<file path="config.mk">
export PLATFORM = sky130hd
export DESIGN_NAME = prio_encoder_rr
export DESIGN_NICKNAME = d
export VERILOG_FILES = /design/src/rtl/prio_enc_pkg.sv /design/src/rtl/prio_encoder_rr_find_first_set.sv /design/src/rtl/prio_encoder_rr.sv
export SDC_FILE = /design/constraint.sdc
export NUM_CORES = 1
export LEC_CHECK = 0
export CAP_MARGIN = 20
export CORE_ASPECT_RATIO = 0.5
export CORE_MARGIN = 4
export CORE_UTILIZATION = 52
export DETAILED_ROUTE_END_ITERATION = 10
export PLACE_DENSITY = 0.76
export SLEW_MARGIN = 5
export SYNTH_ARGS = -nofsm -noshare
export SYNTH_HDL_FRONTEND = slang
export SYNTH_SLANG_ARGS = --single-unit
</file>
<file path="constraint.sdc">
create_clock -name clk -period 6.2 [get_ports clk]
set_clock_uncertainty 0.2 [all_clocks]
set_input_delay 0.62 -clock clk [delete_from_list [all_inputs] [get_ports clk]]
set_output_delay 0.62 -clock clk [all_outputs]
set_load 0.05 [all_outputs]
</file>
<file path="src/rtl/prio_enc_pkg.sv">
// Shared definitions for the parametrised priority / round-robin encoder.
package prio_enc_pkg;

  localparam logic MODE_FIXED = 1'b0;
  localparam logic MODE_RR    = 1'b1;

  // Round-robin successor of a winning index, wrapping at n (n need not be a power of two).
  function automatic int unsigned rot_next(input int unsigned idx, input int unsigned n);
    return (idx + 1) % n;
  endfunction

endpackage

</file>
<file path="src/rtl/prio_encoder_rr_find_first_set.sv">
// Combinational search: first set bit of vec at or above start, wrapping modulo N.
module find_first_set #(
  parameter int unsigned N = 8,
  parameter int unsigned W = $clog2(N)
) (
  input  logic [N-1:0] vec,
  input  logic [W-1:0] start,
  output logic [W-1:0] idx_c,
  output logic         found_c
);

  logic [N-1:0] win;
  int           pos;

  // Rotate so that bit 0 of win corresponds to position start.
  assign win = N'({vec, vec} >> start);

  always_comb begin
    idx_c   = '0;
    found_c = 1'b0;
    pos     = 0;
    for (int k = int'(N) - 1; k >= 0; k--) begin
      if (win[k]) begin
        pos = int'(start) + k;
        if (pos >= int'(N)) pos = pos - int'(N);
        idx_c   = W'(pos);
        found_c = 1'b1;
      end
    end
  end

endmodule

</file>
<file path="src/rtl/prio_encoder_rr.sv">
// Registered N-to-log2(N) encoder with fixed-priority or round-robin selection over valid/ready.
module prio_encoder_rr
  import prio_enc_pkg::*;
#(
  parameter int unsigned N = 8,
  parameter int unsigned W = $clog2(N)
) (
  input  logic         clk,
  input  logic         rst,
  input  logic [N-1:0] req,
  input  logic         in_valid,
  output logic         in_ready,
  input  logic         mode,
  output logic [W-1:0] idx,
  output logic         none,
  output logic         multi,
  output logic         out_valid,
  input  logic         out_ready
);

  logic [W-1:0] ptr;
  logic [N-1:0] rev;
  logic [N-1:0] ffs_vec;
  logic [W-1:0] ffs_start;
  logic [W-1:0] ffs_idx;
  logic         found;
  logic [W-1:0] sel_c;
  logic         multi_c;
  logic         accept;

  assign in_ready = !out_valid || out_ready;
  assign accept   = in_valid && in_ready;

  // Fixed priority is a search from the top: reverse the vector and scan from 0.
  always_comb begin
    rev = '0;
    for (int i = 0; i < int'(N); i++) rev[i] = req[int'(N) - 1 - i];
  end

  assign ffs_vec   = (mode == MODE_RR) ? req : rev;
  assign ffs_start = (mode == MODE_RR) ? ptr : '0;

  find_first_set #(.N(N), .W(W)) u_ffs (
    .vec    (ffs_vec),
    .start  (ffs_start),
    .idx_c  (ffs_idx),
    .found_c(found)
  );

  assign sel_c = !found            ? '0 :
                 (mode == MODE_RR) ? ffs_idx :
                                     W'(N - 1 - 32'(ffs_idx));

  assign multi_c = (req & (req - 1'b1)) != '0;

  // Output register, handshake state and round-robin pointer.
  always_ff @(posedge clk) begin
    if (rst) begin
      idx       <= '0;
      none      <= 1'b0;
      multi     <= 1'b0;
      out_valid <= 1'b0;
      ptr       <= '0;
    end else begin
      if (accept) begin
        out_valid <= 1'b1;
        idx       <= sel_c;
        none      <= !found;
        multi     <= multi_c;
        if (mode == MODE_RR && found) ptr <= W'(rot_next(32'(sel_c), N));
      end else if (out_ready) begin
        out_valid <= 1'b0;
      end
    end
  end

endmodule

</file>
==> run summary, run 1 <==
Area Growth Syn to Fin - 12.2%
Synth Register Bits - 9
CP Buf/Inv Count - 1
Max clock buf depth - 2
CP max stage cell - clkdlybuf4s50_1
chip height - 46.4 um
commonest non-fill, non-tap cell in the layout - clkdlybuf4s50_1
Final period util - 0.691
via count - 1642
Max-Cap Viols - 0
H-tree Lvls - 1
leading register cell type out of synthesis - dfxtp_1
Die ar. - 3940 um2
Seq. cell area - 180 um2
Synth cell types - 61
Hold Path Class - reg2reg
Yosys top cell by area - dfxtp_1
post-DP HPWL - 3.01 mm
Top delay family on crit path - simple AND/OR/NAND/NOR gates
pin count of the biggest net entering global routing - 21
CTS resizes - 0
post-synth net total - 211
RSZ-0062 raised after global routing - false
DRT iter0 DRCs - 328
Leak - 0.599 nW
io pins - 20
clock sinks - 9
1st-pass router iterations - 5
final hold violations - 0
post-route ant nets - 0
crit-path max FO - 20
CTS tree - built
Tmin final - 4290 ps
Fmax achieved - 0.233 GHz
wire length per cell - 17.3 um
Post-Syn Instances - 196
FP Rows - 13
top post-synthesis cells by area - dfxtp_1 12%, mux4_2 10%, a21oi_1 5.9%
total track usage - 0.227
Post-CTS Hold Buffers - 0
status - finished, final reports clean
Post-synth EDFFs - 0
setup repair bufs after CTS - 0
Post-synth ARST share - 0
endpoints failing setup - 0
clock-pin slew on the worst setup and hold paths - 40 ps
share of the synthesized area in the top cell type - 0.117
Clock Latency Late Sink - 230 ps
PortBufs - 19
Critical Path, Cell by Cell - clkdlybuf4s50_1 -> and2_1 -> a211oi_1 -> o21ai_0 -> nand3_1 -> a21oi_1 -> o41ai_1 -> nor4_2 -> nor3_2 -> xnor2_1 -> a211oi_2
hold_ws - 257 ps
multi-input logic area - 1230 um2
DRC violations left - 0
total gr overflow - 0
Setup TNS - 0 ps
Final Max Tran Viols - 0
final WL - 4.17 mm
Slew HR - 0.468
chip width - 84.8 um
starting density of the core - 0.569
mapped cell area - 1540 um2
Post-layout nets - 220
Seq/Total Area, Yosys - 0.117
worst hold start - none$_SDFFE_PP0P_
Post-Layout Cell Count - 241
Via density - 6.81
Core Area - 2700 um2
Worst Setup SP - mode
power density over cell area - 184 nW/um2
layout cells sized above 1 - 0.142
vias in the first global route - 1487
CP Capture Type - flop
Post-Syn Area per Cell - 7.83 um2
total CTS buffers - 3
yosys warns - 0
CP max stage delay - 930 ps
most frequent cells in the layout - 19 x clkdlybuf4s50_1, 18 x nand2_1, 18 x a21oi_1, 18 x nor2_1, 11 x o21ai_0
Inserted Diodes - 0
Worst setup SP type - input port
worst r2r src - ptr[2]$_SDFFE_PP0P_
first-pass GRT wire length - 7.15 mm
Root Buffer - clkbuf_8
Worst-Margin Slew - 797 ps
dpl cells - 237
initial antenna violation count - 0
RePlAce Congestion - 1.01
Worst VDD drop - 151 uV
Req. time, crit path - 6150 ps
CP arrival - 4240 ps
fill cell count - 242
WS Path Type - in2reg
## synthesized netlist by cell type (3+ instances only)
cell / n
a211o_1: 4
a211oi_1: 3
a21oi_1: 18
and2_1: 4
buf_2: 6
buf_6: 4
clkbuf_1: 5
dfxtp_1: 9
inv_1: 6
mux2i_1: 7
mux4_2: 7
nand2_1: 18
nand2b_1: 6
nand3_1: 6
nor2_1: 18
nor2b_1: 3
nor3_1: 6
o21ai_0: 11
or3_1: 3
xnor2_1: 3
## where the power goes
group          leakage, nW  total, mW  internal (mW)  switching [mW]
Combinational        0.503      0.175         0.0749           0.100
Sequential          0.0741     0.0745         0.0630          0.0115
Clock               0.0228     0.0676         0.0448          0.0228
Total                0.599      0.317          0.183           0.135
## worst paths after layout
| path | endpoint | slack (ps) | cells past startpoint |
|---|---|---|---|
| min reg2reg | none$_SDFFE_PP0P_ | 260 | 2 |
| min | none$_SDFFE_PP0P_ | 260 | 2 |
| max reg2reg | ptr[2]$_SDFFE_PP0P_ | 2450 | 10 |
| max | ptr[2]$_SDFFE_PP0P_ | 1910 | 11 |
## worst min-delay path, stage by stage (launching register included)
cell,delay (ps)
dfxtp_1,300
nand2_1,50
a21oi_1,50
## per-layer routing
layer	vias up	track usage	wire length [um]
met5	-	0	0
met4	0	0.0789	102
met3	20	0.0518	461
met2	116	0.347	1760
met1	750	0.317	1840
li1	756	-	-
## metrics by stage
| step | power (mW) | utilization | worst slack, ps | instance area (um2) |
|---|---|---|---|---|
| 6_report | 0.317 | 0.638 | 1910 | 1720 |
| 5_1_grt | 0.336 | 0.638 | 1760 | 1720 |
| 4_1_cts | 0.314 | 0.638 | 2060 | 1720 |
| 3_5_place_dp | 0.245 | 0.621 | 1820 | 1680 |
| 3_3_place_gp | 0.245 | 0.621 | 1890 | 1680 |
| 2_1_floorplan | 0.209 | - | 3030 | 1540 |
## cell type report
cell class | count | area share
timing repair buffer | 19 | 0.110
inverter | 7 | 0.0160
clock buffer | 4 | 0.0261
multi-input combinational | 165 | 0.716
tap | 37 | 0.0269
sequential | 9 | 0.105
## sequential cells by signal, indices dropped and copies added, names as in the netlist
register	cells
idx	3
out_valid	1
none	1
ptr	3
multi	1
## cells by family after synthesis
logic type	count (synthesis)	share of synthesized area
multiplexers	18	0.180
buffers and inverters	22	0.0791
AND/OR/NAND/NOR	76	0.275
XOR/XNOR	4	0.0228
adder cells (fa/ha/maj)	4	0.0293
AO/OA/AOI/OAI	63	0.297
flip-flops	9	0.117
Note: power is estimated with default switching activity, not from simulation.
==> run 2, diff against run 1 <==
- clock period: 6.2 -> 4.3 ns (I/O delays scaled with it)
==> run 2 against run 1 <==
Against the previous run:
- combinational power is 49% higher
- clock-buffer cell count did not move
- sequential power rose by 41%
- critical path type unchanged
- critical endpoint unchanged
- largest power group unchanged
==> run summary, run 2 (same netlist as run 1, synthesis figures left out) <==
status - finished, final reports clean
Leak - 0.615 nW
Comb power frac - 0.565
Final Max Tran Viols - 0
worst hold start - none$_SDFFE_PP0P_
1st-pass router iterations - 5
pin count of the biggest net entering global routing - 20
Max clock buf depth - 2
r2r endpoint - ptr[2]$_SDFFE_PP0P_
Worst VDD drop - 305 uV
Core Area - 2700 um2
final WL - 4.31 mm
final hold violations - 0
Area Growth Syn to Fin - 13.7%
chip width - 84.8 um
first-pass GRT wire length - 7.39 mm
Clock Latency Late Sink - 230 ps
Worst setup SP type - input port
clock-pin slew on the worst setup and hold paths - 40 ps
layout cells sized above 1 - 0.155
H-tree Lvls - 1
io pins - 20
clock sinks - 9
CTS tree - built
CP max stage cell - clkdlybuf4s50_1
CTS resizes - 0
DRC violations left - 0
WS Path Type - in2reg
Die ar. - 3940 um2
Root Buffer - clkbuf_8
Critical Path, Cell by Cell - clkdlybuf4s50_1 -> and2_1 -> a211oi_1 -> o21ai_0 -> nand3_1 -> a21oi_1 -> o41ai_1 -> nor4_2 -> nor3_2 -> xnor2_1 -> a211oi_2
chip height - 46.4 um
clock network power share - 0.207
vias in the first global route - 1484
Post-Layout Cell Count - 244
Fmax achieved - 0.270 GHz
Max-Cap Viols - 0
R2R depth - 10
post-route ant nets - 0
setup repair bufs after CTS - 0
total gr overflow - 0
crit-path max FO - 11
total track usage - 0.239
Post-CTS Hold Buffers - 0
endpoints failing setup - 0
total CTS buffers - 3
RePlAce Congestion - 1.08
Hold Path Class - reg2reg
wire length per cell - 17.7 um
R2R Setup Slk - 620 ps
share of power burned in registers - 0.228
RSZ-0062 raised after global routing - false
sw frac - 0.422
FP Rows - 13
Tmin final - 3710 ps
PortBufs - 19
Req. time, crit path - 4250 ps
DRT iter0 DRCs - 224
most frequent cells in the layout - 19 x clkdlybuf4s50_1, 18 x nand2_1, 18 x a21oi_1, 18 x nor2_1, 11 x o21ai_0
worst r2r src - ptr[0]$_SDFFE_PP0P_
Psw - 0.194 mW
Slew HR - 0.453
Int Pwr - 0.266 mW
Final period util - 0.863
CP arrival - 3660 ps
Worst-Margin Slew - 819 ps
starting density of the core - 0.569
Min-Delay Path Depth - 2
Inserted Diodes - 0
CP Capture Type - flop
post-DP HPWL - 3.19 mm
Via density - 6.50
initial antenna violation count - 0
CP max stage delay - 660 ps
Post-layout nets - 223
power density over cell area - 264 nW/um2
dpl cells - 240
Hold EP - none$_SDFFE_PP0P_
Setup TNS - 0 ps
commonest non-fill, non-tap cell in the layout - clkdlybuf4s50_1
biggest regs - idx x3, ptr x3
via count - 1587
## run 2: changes by cell type in the layout (fill, tap and decap cells not counted)
cell | before | now
buf_4 | 0 | 3
## run 2: power groups by stage
stage	clock, mW	sequential, mW	combinational [mW]
2_1_floorplan	0	0.111	0.190
3_3_place_gp	0	0.105	0.251
3_5_place_dp	0	0.106	0.253
4_1_cts	0.0977	0.105	0.254
5_1_grt	0.104	0.107	0.281
6_report	0.0954	0.105	0.260
## run 2: metal layers
| layer | wire length, um | vias to the layer above | global-route usage |
|---|---|---|---|
| li1 | - | 759 | - |
| met1 | 2080 | 729 | 0.347 |
| met2 | 1790 | 97 | 0.370 |
| met3 | 411 | 2 | 0.0339 |
| met4 | 23 | 0 | 0.0757 |
| met5 | 0 | - | 0 |
## run 2: how the worst max path moves through the flow
stage	start	to	slack [ps]	cells after the start
after global placement	mode	ptr[2]$_SDFFE_PP0P_	500	11
after global routing	mode	ptr[2]$_SDFFE_PP0P_	330	11
after detailed placement	mode	ptr[2]$_SDFFE_PP0P_	430	11
after CTS	mode	ptr[2]$_SDFFE_PP0P_	660	11
after floorplan	req[1]	ptr[2]$_SDFFE_PP0P_	1320	11
final	mode	ptr[2]$_SDFFE_PP0P_	590	11
## run 2: cell type report
cell class | count | area [um2]
Multi-Input combinational cell | 165 | 1230
Inverter | 7 | 27.5
Fill cell | 253 | 955
Tap cell | 37 | 46.3
Timing Repair Buffer | 22 | 213
Sequential cell | 9 | 180
Clock buffer | 4 | 45.0
## run 2: critical path, delay by kind of cell
family                    cells  cell delay [ps]
AOI/OAI and AO/OA             5             1110
xor gates and xnor gates      1              150
buffers and inverters         1              660
and+or+nand+nor               4             1300
## run 2: through the flow
stage / hold WS (ps) / setup slack (ps) / instance area [um2] / util / total power [mW]
3_3_place_gp: 248 / 502 / 1700 / 0.630 / 0.357
5_1_grt: 296 / 332 / 1750 / 0.646 / 0.492
6_report: 276 / 589 / 1750 / 0.646 / 0.460
2_1_floorplan: 359 / 1320 / 1540 / - / 0.301
3_5_place_dp: 259 / 427 / 1700 / 0.630 / 0.359
4_1_cts: 269 / 658 / 1750 / 0.646 / 0.457
==> run 3, diff against run 2 <==
- CORE_UTILIZATION: 52 -> 56
- PLACE_DENSITY: 0.76 -> 0.81
- RECOVER_POWER: unset -> 50
==> run 3 against run 2 <==
Against the previous run:
- core utilization is 2.1 points higher
- via count is 4.9% higher
- largest power group unchanged
- design area is 0.43% lower
- sequential share of layout area hardly changed
- highest routed layer unchanged
==> run summary, run 3 (same netlist as run 1, synthesis figures left out) <==
status - finished, final reports clean
Clock Latency Late Sink - 230 ps
Top delay family on crit path - compound AO/OA/AOI/OAI gates
Worst VDD drop - 233 uV
Post-layout nets - 222
CP Capture Type - flop
final WL - 4.36 mm
final core occ - 0.668
1st-pass router iterations - 5
R2R Setup Slk - 600 ps
Die ar. - 3690 um2
total gr overflow - 0
CTS tree - built
CP max stage cell - dfxtp_1
DRC violations left - 0
WS Path Type - reg2reg
setup repair bufs after CTS - 0
Via density - 6.85
Slew HR - 0.434
Root Buffer - clkbuf_8
Worst setup SP type - flop
Req. time, crit path - 4260 ps
clock sinks - 9
vias in the first global route - 1549
chip height - 45.0 um
DRT iter0 DRCs - 242
Max-Cap Viols - 0
Fmax achieved - 0.270 GHz
Post-CTS Hold Buffers - 0
RePlAce Congestion - 1.04
clock-pin slew on the worst setup and hold paths - 40 ps
H-tree Lvls - 1
io pins - 20
Inserted Diodes - 0
chip width - 82.0 um
total track usage - 0.262
initial antenna violation count - 0
biggest regs - idx x3, ptr x3
Final Max Tran Viols - 0
RSZ-0062 raised after global routing - false
total CTS buffers - 3
FP Rows - 13
CP Buf/Inv Count - 0
power density over cell area - 266 nW/um2
wire length per cell - 17.9 um
Max clock buf depth - 2
Core Area - 2600 um2
via count - 1664
Final period util - 0.860
crit-path max FO - 19
CP arrival - 3660 ps
layout cells sized above 1 - 0.150
starting density of the core - 0.590
Setup TNS - 0 ps
post-route ant nets - 0
Post-Layout Cell Count - 243
PortBufs - 19
Worst-Margin Slew - 848 ps
endpoints failing setup - 0
final hold violations - 0
most frequent cells in the layout - 18 x nand2_1, 18 x a21oi_1, 18 x nor2_1
fill cell count - 220
CP max stage delay - 870 ps
first-pass GRT wire length - 7.40 mm
Critical Path, Cell by Cell - mux2i_1 -> a2bb2oi_2 -> a31o_1 -> nand3_1 -> a21oi_1 -> o41ai_1 -> nor4_2 -> nor3_2 -> xnor2_1 -> a211oi_2
Leak - 0.623 nW
dpl cells - 239
pin count of the biggest net entering global routing - 20
post-DP HPWL - 3.21 mm
Hold Path Class - reg2reg
Area Growth Syn to Fin - 13.2%
Tmin final - 3700 ps
CTS resizes - 0
[run 3: worst reg2reg max path, stage by stage (launching register included)]
cell and delay (ps):
dfxtp_1 870, mux2i_1 450, a2bb2oi_2 310, a31o_1 310, nand3_1 120, a21oi_1 200
o41ai_1 110, nor4_2 590, nor3_2 100, xnor2_1 150, a211oi_2 200
[run 3: path summary, 6_finish.rpt]
path	from	depth (start not counted)	to
setup reg to reg	ptr[0]$_SDFFE_PP0P_	10	ptr[2]$_SDFFE_PP0P_
setup / recovery	ptr[0]$_SDFFE_PP0P_	10	ptr[2]$_SDFFE_PP0P_
hold / removal	none$_SDFFE_PP0P_	2	none$_SDFFE_PP0P_
hold reg to reg	none$_SDFFE_PP0P_	2	none$_SDFFE_PP0P_
[run 3: stage by stage]
stage	hold WS (ps)	power (mW)	instance area [um2]	setup WS, ps
2_1_floorplan	359	0.301	1540	1320
3_3_place_gp	250	0.354	1690	571
3_5_place_dp	248	0.358	1690	500
4_1_cts	258	0.459	1740	679
5_1_grt	290	0.486	1740	316
6_report	253	0.461	1740	600
[run 3: per-layer routing]
metal,share of wire,global-route usage,up-vias
li1,-,-,757
met2,0.42,0.382,131
met5,0,0,-
met1,0.43,0.370,757
met3,0.12,0.0598,19
met4,0.033,0.119,0
[run 3: report_power, final]
part | internal [mW] | total, mW | switching, mW
Clock | 0.0646 | 0.0985 | 0.0338
Combinational | 0.108 | 0.258 | 0.150
Sequential | 0.0909 | 0.105 | 0.0144
Total | 0.263 | 0.461 | 0.198
[run 3: area by class of cell]
| cell class | instances | area (um2) | share of cell area |
|---|---|---|---|
| clock buffers | 4 | 45.0 | 0.0259 |
| inverters | 7 | 27.5 | 0.0158 |
| multi-input cells | 165 | 1230 | 0.710 |
| flip-flops and latches | 9 | 180 | 0.104 |
| well taps | 37 | 46.3 | 0.0266 |
| repair buffers | 21 | 205 | 0.118 |
